`config.mk`:
```
export PLATFORM = sky130hd
export DESIGN_NAME = word_serializer
export DESIGN_NICKNAME = d
export VERILOG_FILES = /design/src/rtl/word_serializer.sv
export SDC_FILE = /design/constraint.sdc
export NUM_CORES = 1
export LEC_CHECK = 0
export ABC_AREA = 1
export CORE_MARGIN = 3
export CORE_UTILIZATION = 50
export CTS_CLUSTER_SIZE = 8
export DETAILED_ROUTE_END_ITERATION = 7
export PLACE_DENSITY = 0.77
export SYNTH_ARGS = -nofsm -noshare
export SYNTH_HDL_FRONTEND = slang
export SYNTH_SLANG_ARGS = --single-unit
```
`constraint.sdc`:
```
create_clock -name C -period 1.4 [get_ports C]
set_input_delay 0.14 -clock C [delete_from_list [all_inputs] [get_ports C]]
set_output_delay 0.14 -clock C [all_outputs]
set_load 0.05 [all_outputs]
```
`src/rtl/word_serializer.sv`:
```
// word_serializer: parallel-to-serial transmitter, LSB first, valid/ready on both sides.
// Optional feature macro: SERIALIZER_PARITY_EN appends one even-parity beat after the
// data bits; S_last then moves from data bit WIDTH-1 to the parity beat.
module word_serializer #(
  parameter int unsigned WIDTH = 32
) (
  input  logic             C,
  input  logic             R,
  input  logic             load_valid,
  output logic             load_ready,
  input  logic [WIDTH-1:0] D,
  output logic             S,
  output logic             S_valid,
  output logic             S_last,
  input  logic             S_ready
);

  localparam int unsigned CntW = $clog2(WIDTH + 1);

`ifdef SERIALIZER_PARITY_EN
  // Parity beat sits at index WIDTH, after all data bits.
  localparam logic [CntW-1:0] LastCnt = CntW'(WIDTH);
`else
  localparam logic [CntW-1:0] LastCnt = CntW'(WIDTH - 1);
`endif

  typedef enum logic {
    StIdle,
    StShift
  } state_e;

  state_e           state_q;
  logic [WIDTH-1:0] shreg_q;
  logic [CntW-1:0]  cnt_q;
  logic             cur_bit;

`ifdef SERIALIZER_PARITY_EN
  logic par_q;

  // Parity bit captured with the word and held until the word completes.
  always_ff @(posedge C or posedge R) begin
    if (R) begin
      par_q <= 1'b0;
    end else if (state_q == StIdle && load_valid) begin
      par_q <= ^D;
    end
  end

  // The parity beat replaces the (already drained) shift register output.
  always_comb begin
    cur_bit = (cnt_q == CntW'(WIDTH)) ? par_q : shreg_q[0];
  end
`else
  // Data bit under presentation is always the LSB of the shift register.
  always_comb begin
    cur_bit = shreg_q[0];
  end
`endif

  // Load/shift FSM: accepts a word in idle, shifts one bit per accepted beat.
  always_ff @(posedge C or posedge R) begin
    if (R) begin
      state_q <= StIdle;
      shreg_q <= '0;
      cnt_q   <= '0;
    end else begin
      unique case (state_q)
        StIdle: begin
          if (load_valid) begin
            shreg_q <= D;
            cnt_q   <= '0;
            state_q <= StShift;
          end
        end
        StShift: begin
          if (S_ready) begin
            shreg_q <= {1'b0, shreg_q[WIDTH-1:1]};
            cnt_q   <= cnt_q + 1'b1;
            if (cnt_q == LastCnt) begin
              state_q <= StIdle;
            end
          end
        end
        default: state_q <= StIdle;
      endcase
    end
  end

  // Outputs follow the registered state; R forces load_ready low while held.
  always_comb begin
    S_valid    = (state_q == StShift);
    load_ready = (state_q == StIdle) && !R;
    S          = S_valid && cur_bit;
    S_last     = S_valid && (cnt_q == LastCnt);
  end

endmodule

```
==> results_dict.tcl <==
set metrics [dict create \
    synth-seq-area-share 0.452 \
    core-area_um2 4090 \
    tritoncts_num_sinks 39 \
    finalCritPeriodShare 1.05 \
    cell_with_the_biggest_individual_delay_on_the_critical_path "sky130_fd_sc_hd__dfrtp_1" \
    grtUsageTotal 0.179 \
    yosys.area.top_type "sky130_fd_sc_hd__dfrtp_1" \
    row_cnt 23 \
    initial_utilization 0.528 \
    pre_repair_dr_iteration_count 5 \
    crit_chain "ha_4, nand2_2, inv_2, nand3_4, nor2_4, buf_12" \
    mappedNetlistArea_um2 2160 \
    critical_path.max_stage_delay_ns 0.40 \
    rsz0062_at_grt "true" \
    fin_skew_ns 0.00738 \
    count_of_buffers_from_port_buffering 39 \
    final_cells 337 \
    slew_viol_final 0 \
    synth.avg_cell_area_um2 9.51 \
    pin_count 40 \
    wl_mm 4.41 \
    yosys.cell_count.top_type "sky130_fd_sc_hd__nand2_1" \
    crit-reg2reg-launch "S_valid$_DFF_PP0_" \
    first_global_vias 1645 \
    setup_viol_count_final 1 \
    drt-vias-per-instance 5.07 \
    yosysWarnings 0 \
    num-nets-final 323 \
    synth_area_leaders "sky130_fd_sc_hd__dfrtp_1 45%, sky130_fd_sc_hd__nand2_1 13%, sky130_fd_sc_hd__a31oi_2 12%" \
    postSynthRegisterBits 39 \
    antenna_found_initial 0 \
    die_area_um2 5140 \
    worst-r2r-cell-count 6 \
    route.detailed.drc 0 \
    netlist-cell-type-count 22 \
    via_count 1707 \
    worst-slew-pin-transition_ns 0.217 \
    ys_async_sr_fraction 1.00 \
    cts-htree-levels 2 \
    p_leak_nw 1.23 \
    root_buf_cell "sky130_fd_sc_hd__clkbuf_8" \
    drt_iter0_drc 134 \
    clock_slew_at_reported_path_ffs_ns 0.08 \
    cellPowerDensity_nw_per_um2 1270 \
    final_worst_slack_ns -0.0647 \
    critical_path.reg2reg.endpoint "shreg_q[16]$_DFFE_PP0P_" \
    fmax_mhz 683 \
    max-slew-margin-rel 0.855 \
    drive_above_1_share 0.282 \
    max-cap-violations 0 \
    cts_max_path_buffers 2 \
    worst-endpoint-arrival_ns 1.32 \
    cp_num_buf_inv 2 \
    first_pass_grt_wire_length_mm 7.31 \
    insertedDiodeCount 0 \
    ctsHoldBuffers 0 \
    detail_route.wl_per_cell_um 13.1 \
    areaGrowthSynthToFinish_pct 35.6 \
    numCtsBuffers 5 \
    dpl_hpwl_mm 3.03 \
    synth_enable_flop_cells 0 \
    cp_data_required_time_ns 1.26 \
    most_numerous_cell_types_in_the_synthesized_netlist "76 x sky130_fd_sc_hd__nand2_1, 39 x sky130_fd_sc_hd__dfrtp_1, 37 x sky130_fd_sc_hd__nor2_1, 20 x sky130_fd_sc_hd__a31oi_2" \
    vdd_ir_drop_max_mv 0.764 \
    placedInstanceArea_um2 2730 \
    power_mw 3.72 \
    grt_max_degree 40 \
    syn-instance-count 227 \
    min_path_type "in -> async" \
    r2r_setup_slack_ns 0.06 \
    kind_of_end_point_of_the_critical_path "primary output" \
    synth.top_cell.area_share 0.452 \
    worstSetupStartpointType "register" \
    rd_place_congestion 0.859 \
    post-route-cell-area_um2 2930 \
    die_y_um 71.7 \
    critical_path_cell_count 6 \
    overflow_after_grt 0 \
    dp_cells 318 \
    period_needed_ns 1.46 \
    die_span_in_x_um 71.7 \
    failed_checks "negative setup slack" \
    setup.worst_path.class "reg -> out" \
    dominantRegCellSynth "sky130_fd_sc_hd__dfrtp_1" \
    tritoncts "yes" \
    timing.critical_path.max_delay_family "flip-flops" \
    insertion_delay_ns 0.28 \
    total_count_of_hold_check_failures_in_the_final_report 0 \
    postSynthNetCount 264 \
    run_status "finished with violations" \
    timing.critical_path.fanout_max 2 \
    detail-route-antenna-nets 0 \
]
## state kept, by name, indices dropped and copies added, names as in the netlist
signal and cells:
cnt_q 6, S_valid 1, shreg_q 32
## worst max path at each step
stage,start,end,slack [ns]
3_3_place_gp,load_valid,shreg_q[24]$_DFFE_PP0P_,-0.01
5_1_grt,cnt_q[0]$_DFFE_PP0P_,S_last,-0.12
3_5_place_dp,load_valid,shreg_q[16]$_DFFE_PP0P_,-0.03
4_1_cts,cnt_q[0]$_DFFE_PP0P_,S_last,-0.06
6_report,cnt_q[0]$_DFFE_PP0P_,S_last,-0.06
2_1_floorplan,S_valid$_DFF_PP0_,shreg_q[11]$_DFFE_PP0P_,0.03
## routing by layer
layer / wire length [um] / global-route usage
met1: 1990 / 0.228
met2: 2160 / 0.298
met3: 188 / 0.0463
met4: 75 / 0.0564
met5: 0 / 0
## cells in the final DEF (no fill, tap or decap), types with 4 or more instances in the layout
cell                               n
sky130_fd_sc_hd__dfrtp_1          38
sky130_fd_sc_hd__clkdlybuf4s50_1  35
sky130_fd_sc_hd__nand3_1           6
sky130_fd_sc_hd__buf_4            22
sky130_fd_sc_hd__nor2_1           35
sky130_fd_sc_hd__clkbuf_8          5
sky130_fd_sc_hd__o21ai_1           4
sky130_fd_sc_hd__a31oi_2          20
sky130_fd_sc_hd__nand2_1          74
sky130_fd_sc_hd__inv_1             8
sky130_fd_sc_hd__buf_12            8
sky130_fd_sc_hd__a31oi_4          10
## worst min-delay path, delay by kind of cell
kind / cells / cell delay, ns
buffers and inverters: 3 / 0.82
## cells by family after synthesis
family	after synthesis	synth area share
AND/OR/NAND/NOR	124	0.235
AO/OA/AOI/OAI	37	0.232
adder cells (fa/ha/maj)	1	0.00579
buffers and inverters	26	0.0753
flip-flops	39	0.452
## through the flow
step	worst slack, ns	setup TNS [ns]	hold WS [ns]	utilization
after floorplan	0.0316	0	0.267	-
after global placement	-0.0106	-0.0282	0.490	0.668
after detailed placement	-0.0321	-0.368	0.513	0.668
after CTS	-0.0647	-0.0647	0.312	0.703
after global routing	-0.120	-0.146	0.352	0.716
final	-0.0647	-0.0647	0.307	0.716
## cell type report
class / count / area [um2]
fill: 299 / 1160
multi-input combinational: 162 / 1070
sequential: 39 / 977
timing repair buffer: 66 / 687
clock buffer: 7 / 76.3
tap: 50 / 62.6
inverter: 12 / 53.8
clock inverter: 1 / 5.00
## where the power goes
| group | switching, mW | total, mW | leakage, nW | internal (mW) |
|---|---|---|---|---|
| registers | 0.211 | 1.67 | 0.402 | 1.46 |
| clock network | 0.379 | 0.729 | 0.0422 | 0.350 |
| logic | 0.642 | 1.32 | 0.786 | 0.680 |
| total | 1.23 | 3.72 | 1.23 | 2.49 |
## repair_timing
item	CTS	global route
setup buffers	5	6
resized for setup	7	1
pin swaps	2	2
setup endpoints to repair	2	2
Power figures use the tool's default switching activity.
==> edit 1: new RTL, config.mk and constraints unchanged <==
The parameter `WIDTH` goes from 32 to 64.
--- a/src/rtl/word_serializer.sv
+++ b/src/rtl/word_serializer.sv
@@ -4,3 +4,3 @@
 module word_serializer #(
-  parameter int unsigned WIDTH = 32
+  parameter int unsigned WIDTH = 64
 ) (
Ports: changed (resized D); port bits go from 40 to 72. The function was not compared with the original's and may differ.
==> edit 1 against the unedited design <==
The run still ends with negative setup slack left. Wire length up 85%. Final area up 58%. Sequential cell count rose by 33. Total power up 72%. Setup slack got worse by 0.072 ns. Cell count rose by 69%. Area after synthesis is 51% higher. Largest power group unchanged.
==> edit 1: results (changes against the unedited design) <==
| Metric | Value |
|---|---|
| Warnings from Yosys | 0 (unchanged) |
| Sequential area share after synthesis | 0.553 (+0.101) |
| Setup TNS | -0.141 ns (-0.0766 ns) |
| Post-Synth XOR/XNOR Area | 0 (unchanged) |
| Slew Viols, Final | 0 (unchanged) |
| Final Worst Setup Slack | -0.137 ns (-0.0723 ns) |
| Async S/R FF share, synth | 1.00 (unchanged) |
| DR iter-0 viols | 208 (+55%) |
| Number of CTS-inserted buffers | 9 (+4) |
| Post-CTS Resized | 11 (+4) |
| Final #Nets | 559 (+73%) |
| Worst Skew | 0.0121 ns (+0.00477 ns) |
| Final cell count without fillers | 570 (+69%) |
| DP HPWL | 5.13 mm (+69%) |
| Status | finished, violations left |
| Mux cell area share after synthesis | 0 (unchanged) |
| Flip-flop count of the largest register after layout | 64 (+100%) |
| Post-route DRC | 0 (unchanged) |
| Reg2reg end | cnt_q[4]$_DFFE_PP0P_ |
| Port Buffers | 71 (+82%) |
| Synth cell types | 17 (-23%) |
| Final wirelength | 8.17 mm (+85%) |
| CTS Buffer Depth | 2 (unchanged) |
| Later-pin clock latency in the skew report | 0.34 ns (+0.06 ns) |
| Synth Area in Compound Gates | 0.133 (-0.0984) |
| H-Tree Depth | 3 (+1) |
| Slew headroom | 0.723 (-0.132) |
| CP arrival | 1.40 ns (+0.08 ns) |
| CTS Root Cell | clkbuf_8 |
| Filler Cell Count | 439 (+47%) |
| Number of global-route vias before repair | 2815 (+71%) |
| Peak supply drop | 0.900 mV (+18%) |
| Leak | 2.08 nW (+69%) |
| Total number of vias | 3077 (+80%) |
| CP startpoint | cnt_q[1]$_DFFE_PP0P_ |
| Post-Place Cells | 542 (+70%) |
| Gr usage total | 0.215 (+0.0358) |
| Share of post-route cells with drive strength above 1 | 0.125 (-0.157) |
| Most flop-heavy register | shreg_q |
| Avg Inst Size Synth | 8.04 sq um (-15%) |
| Adder-cell share of the synthesized area | 0.00384 (-0.00195) |
| R2r setup slk | ~0.07 ns |
| Setup violators final | 2 (+1) |
| Synth top area cells | dfrtp_1 (55%), nand2_1 (17%), a31oi_1 (12%), nor2_1 (8.4%), buf_2 (1.7%) |
| Net Count, Synth | 474 (+80%) |
| Post-CTS setup buffers | 7 (+2) |
| Post-synth top cells | nand2_1 (144), nor2_1 (73), dfrtp_1 (72) |
| Hold WC Path Type | input pin to asynchronous set/reset pin |
| Hold Slack | 0.231 ns (-0.0754 ns) |
| Routability cong. | 0.784 (-8.8%) |
| First-pass GRT wire length | 12.6 mm (+72%) |
| Failing checks | negative setup slack |
| Worst r2r src | S_valid$_DFF_PP0_ |
-- edit 1: cell types whose count changed in the layout (fill, tap and decap cells not counted), moves of 4 or more --
cell and change:
nand2_1 +66, a31oi_4 -10, clkbuf_8 +4, a31oi_2 -20, a31oi_1 +62, clkdlybuf4s50_1 +32
buf_4 -7, dfrtp_1 +33, nor2_1 +35
-- edit 1: metal layers --
| layer | up-vias | track usage | wire length (um) |
|---|---|---|---|
| met5 | - | 0 | 0 |
| met1 | 1459 | 0.272 | 3530 |
| met4 | 0 | 0.0666 | 166 |
| li1 | 1506 | - | - |
| met2 | 98 | 0.357 | 4020 |
| met3 | 14 | 0.0618 | 450 |
-- edit 1: critical path, cell delays in order, from the launching register on --
cell and delay (ns):
dfrtp_1 0.36, ha_2 0.20, inv_2 0.05, nor2_4 0.09
nand2_2 0.07, nor2_4 0.13, buf_12 0.15
-- edit 1: cell families after synthesis --
logic type / after synthesis
flops: 72
simple gates: 224
fa+ha+maj: 1
compound gates: 71
buf+inv: 37
-- edit 1: per-stage QoR --
stage / setup WS (ns) / power, W / instance area [sq um]
after floorplan: -0.0712 / 0.00407 / 3280
after global placement: -0.00733 / 0.00459 / 4220
after global routing: -0.197 / 0.00682 / 4640
after detailed placement: -0.0621 / 0.00468 / 4220
final: -0.137 / 0.00640 / 4640
after CTS: -0.173 / 0.00635 / 4520
-- edit 1: area by class of cell --
class | count | area share
clock buffer | 12 | 0.0291
multi-input combinational | 297 | 0.296
inverter | 9 | 0.00890
clock inverter | 4 | 0.00971
timing repair buffer | 101 | 0.247
tap | 75 | 0.0202
sequential | 72 | 0.389
-- edit 1: report_power, final --
group          internal (W)  leakage, nW  switching, W
clock              0.000817       0.0941      0.000725
sequential          0.00270        0.717      0.000379
combinational      0.000895         1.27      0.000889
==> edit 2: new RTL, same flow settings <==
Made on the original files. Compare `cnt_q` against `LastCnt` with >= in place of ==.
--- a/src/rtl/word_serializer.sv
+++ b/src/rtl/word_serializer.sv
@@ -78,3 +78,3 @@
             cnt_q   <= cnt_q + 1'b1;
-            if (cnt_q == LastCnt) begin
+            if (cnt_q >= LastCnt) begin
               state_q <= StIdle;
Formal check against the unedited RTL: same outputs for any inputs over 10 cycles, from zero or initial values; that may be too few to reach the edited logic, so the function may still have changed.
==> edit 2 against the unedited design <==
The run still ends with negative setup slack left. First-iteration DRC count decreased by 42%. Area after synthesis is 9.1% lower. Largest cell class is now sequential cells. Sequential cell count is the same. Clock power up 30%. Wire length fell by 11%. Final area fell by 9.2%. Setup slack worse by 0.023 ns. Combinational power is 50% higher. Count of clock-buffer cells in the layout down 1. Global-route usage up 0.062 points. Total power increased by 26%. Critical path type unchanged. Sequential share of layout area up 3.4 points.
==> edit 2: results (changes against the unedited design) <==
| Metric | Value |
|---|---|
| Synth top area cells | dfrtp_1 (50%), nand2_1 (16%), o21ai_1 (10%), inv_1 (7.8%), o21ai_0 (4.8%) |
| Flip-flop count of the largest register after layout | 32 (unchanged) |
| Total number of vias | 1658 (-2.9%) |
| Failing checks | negative setup slack |
| CP arrival | 1.35 ns (+0.03 ns) |
| Net Count, Synth | 294 (+11%) |
| Leak | 1.24 nW (+0.67%) |
| Final cell count without fillers | 352 (+4.5%) |
| Switching Share | 0.360 (+0.0292) |
| Final Worst Setup Slack | -0.0880 ns (-0.0233 ns) |
| Slowest cell on crit path | dfrtp_1 |
| Synth cell types | 20 (-9.1%) |
| Setup TNS | -0.0880 ns (-0.0233 ns) |
| Final wirelength | 3.94 mm (-11%) |
| Drt pass-1 iters | 4 (-1) |
| DR iter-0 viols | 78 (-42%) |
| Worst r2r src | S_valid$_DFF_PP0_ |
| Setup violators final | 1 (unchanged) |
| Avg Inst Size Synth | 7.64 sq um (-20%) |
| Hold Slack | 0.280 ns (-0.0270 ns) |
| R2r setup slk | 0.16 ns (+0.10 ns) |
| Warnings from Yosys | 0 (unchanged) |
| Crit start category | register |
| Reg2reg end | shreg_q[14]$_DFFE_PP0P_ |
| Post-synth top cells | nand2_1 (85), inv_1 (41), o21ai_1 (40) |
| DP HPWL | 2.69 mm (-11%) |
| Sequential area share after synthesis | 0.497 (+0.0452) |
| Status | finished, violations left |
| Worst-margin pin slew | 0.333 ns (+0.116 ns) |
| Peak supply drop | 0.974 mV (+28%) |
| First-pass GRT wire length | 6.30 mm (-14%) |
| Post-CTS Resized | 5 (-2) |
| Post-CTS setup buffers | 4 (-1) |
| Final #Nets | 340 (+5.3%) |
| Worst Skew | 0.00493 ns (-0.00245 ns) |
| Gr usage total | 0.180 (+0.000622) |
| Largest net degree at the start of global routing | 39 (-2.5%) |
| Number of global-route vias before repair | 1511 (-8.1%) |
| Routability cong. | 0.855 (-0.50%) |
-- edit 2: cells by family after synthesis --
kind of cell | after synthesis | share of synthesized area
adders and majority gates | 1 | 0.00637
and+or+nand+nor | 97 | 0.199
buffers and inverters | 55 | 0.126
AOI/OAI and AO/OA | 65 | 0.172
DFF | 39 | 0.497
-- edit 2: worst max-delay path by stage --
| stage | endpoint | slack (ns) |
|---|---|---|
| global route | S_last | -0.15 |
| detailed placement | shreg_q[14]$_DFFE_PP0P_ | 0.08 |
| finish | S_last | -0.09 |
| CTS | S_last | -0.08 |
| floorplan | S_last | -0.07 |
| global placement | S_last | 0.10 |
-- edit 2: final cells by class --
class / instances / area (sq um)
inverter: 42 / 163
sequential: 39 / 977
tap: 48 / 60.1
clock buffer: 6 / 82.6
fill: 281 / 1060
clock inverter: 2 / 35.0
multi-input combinational: 163 / 772
timing repair buffer: 52 / 569
-- edit 2: power by group through the flow --
stage	logic, W	clock network, W	registers, W
floorplan	0.00135	0	0.00175
global placement	0.00182	0	0.00175
detailed placement	0.00186	0	0.00177
CTS	0.00195	0.000961	0.00175
global route	0.00226	0.00101	0.00180
finish	0.00198	0.000950	0.00175
-- edit 2: routing by layer --
metal  track usage  vias up  wire (um)
met2         0.303       31       1930
met1         0.222      726       1770
met4        0.0769        0         80
met3        0.0373       11        160
li1              -      890          -
met5             0        -          0
-- edit 2: through the flow --
step	utilization	setup slack, ns	instance area (sq um)
5_1_grt	0.715	-0.145	2660
2_1_floorplan	-	-0.0662	1980
3_5_place_dp	0.668	0.0826	2480
3_3_place_gp	0.668	0.101	2480
4_1_cts	0.711	-0.0772	2640
6_report	0.715	-0.0880	2660
-- edit 2: worst min-delay path: cells and delay by family --
kind                   cells  cell delay, ns
buffers and inverters      3            0.78
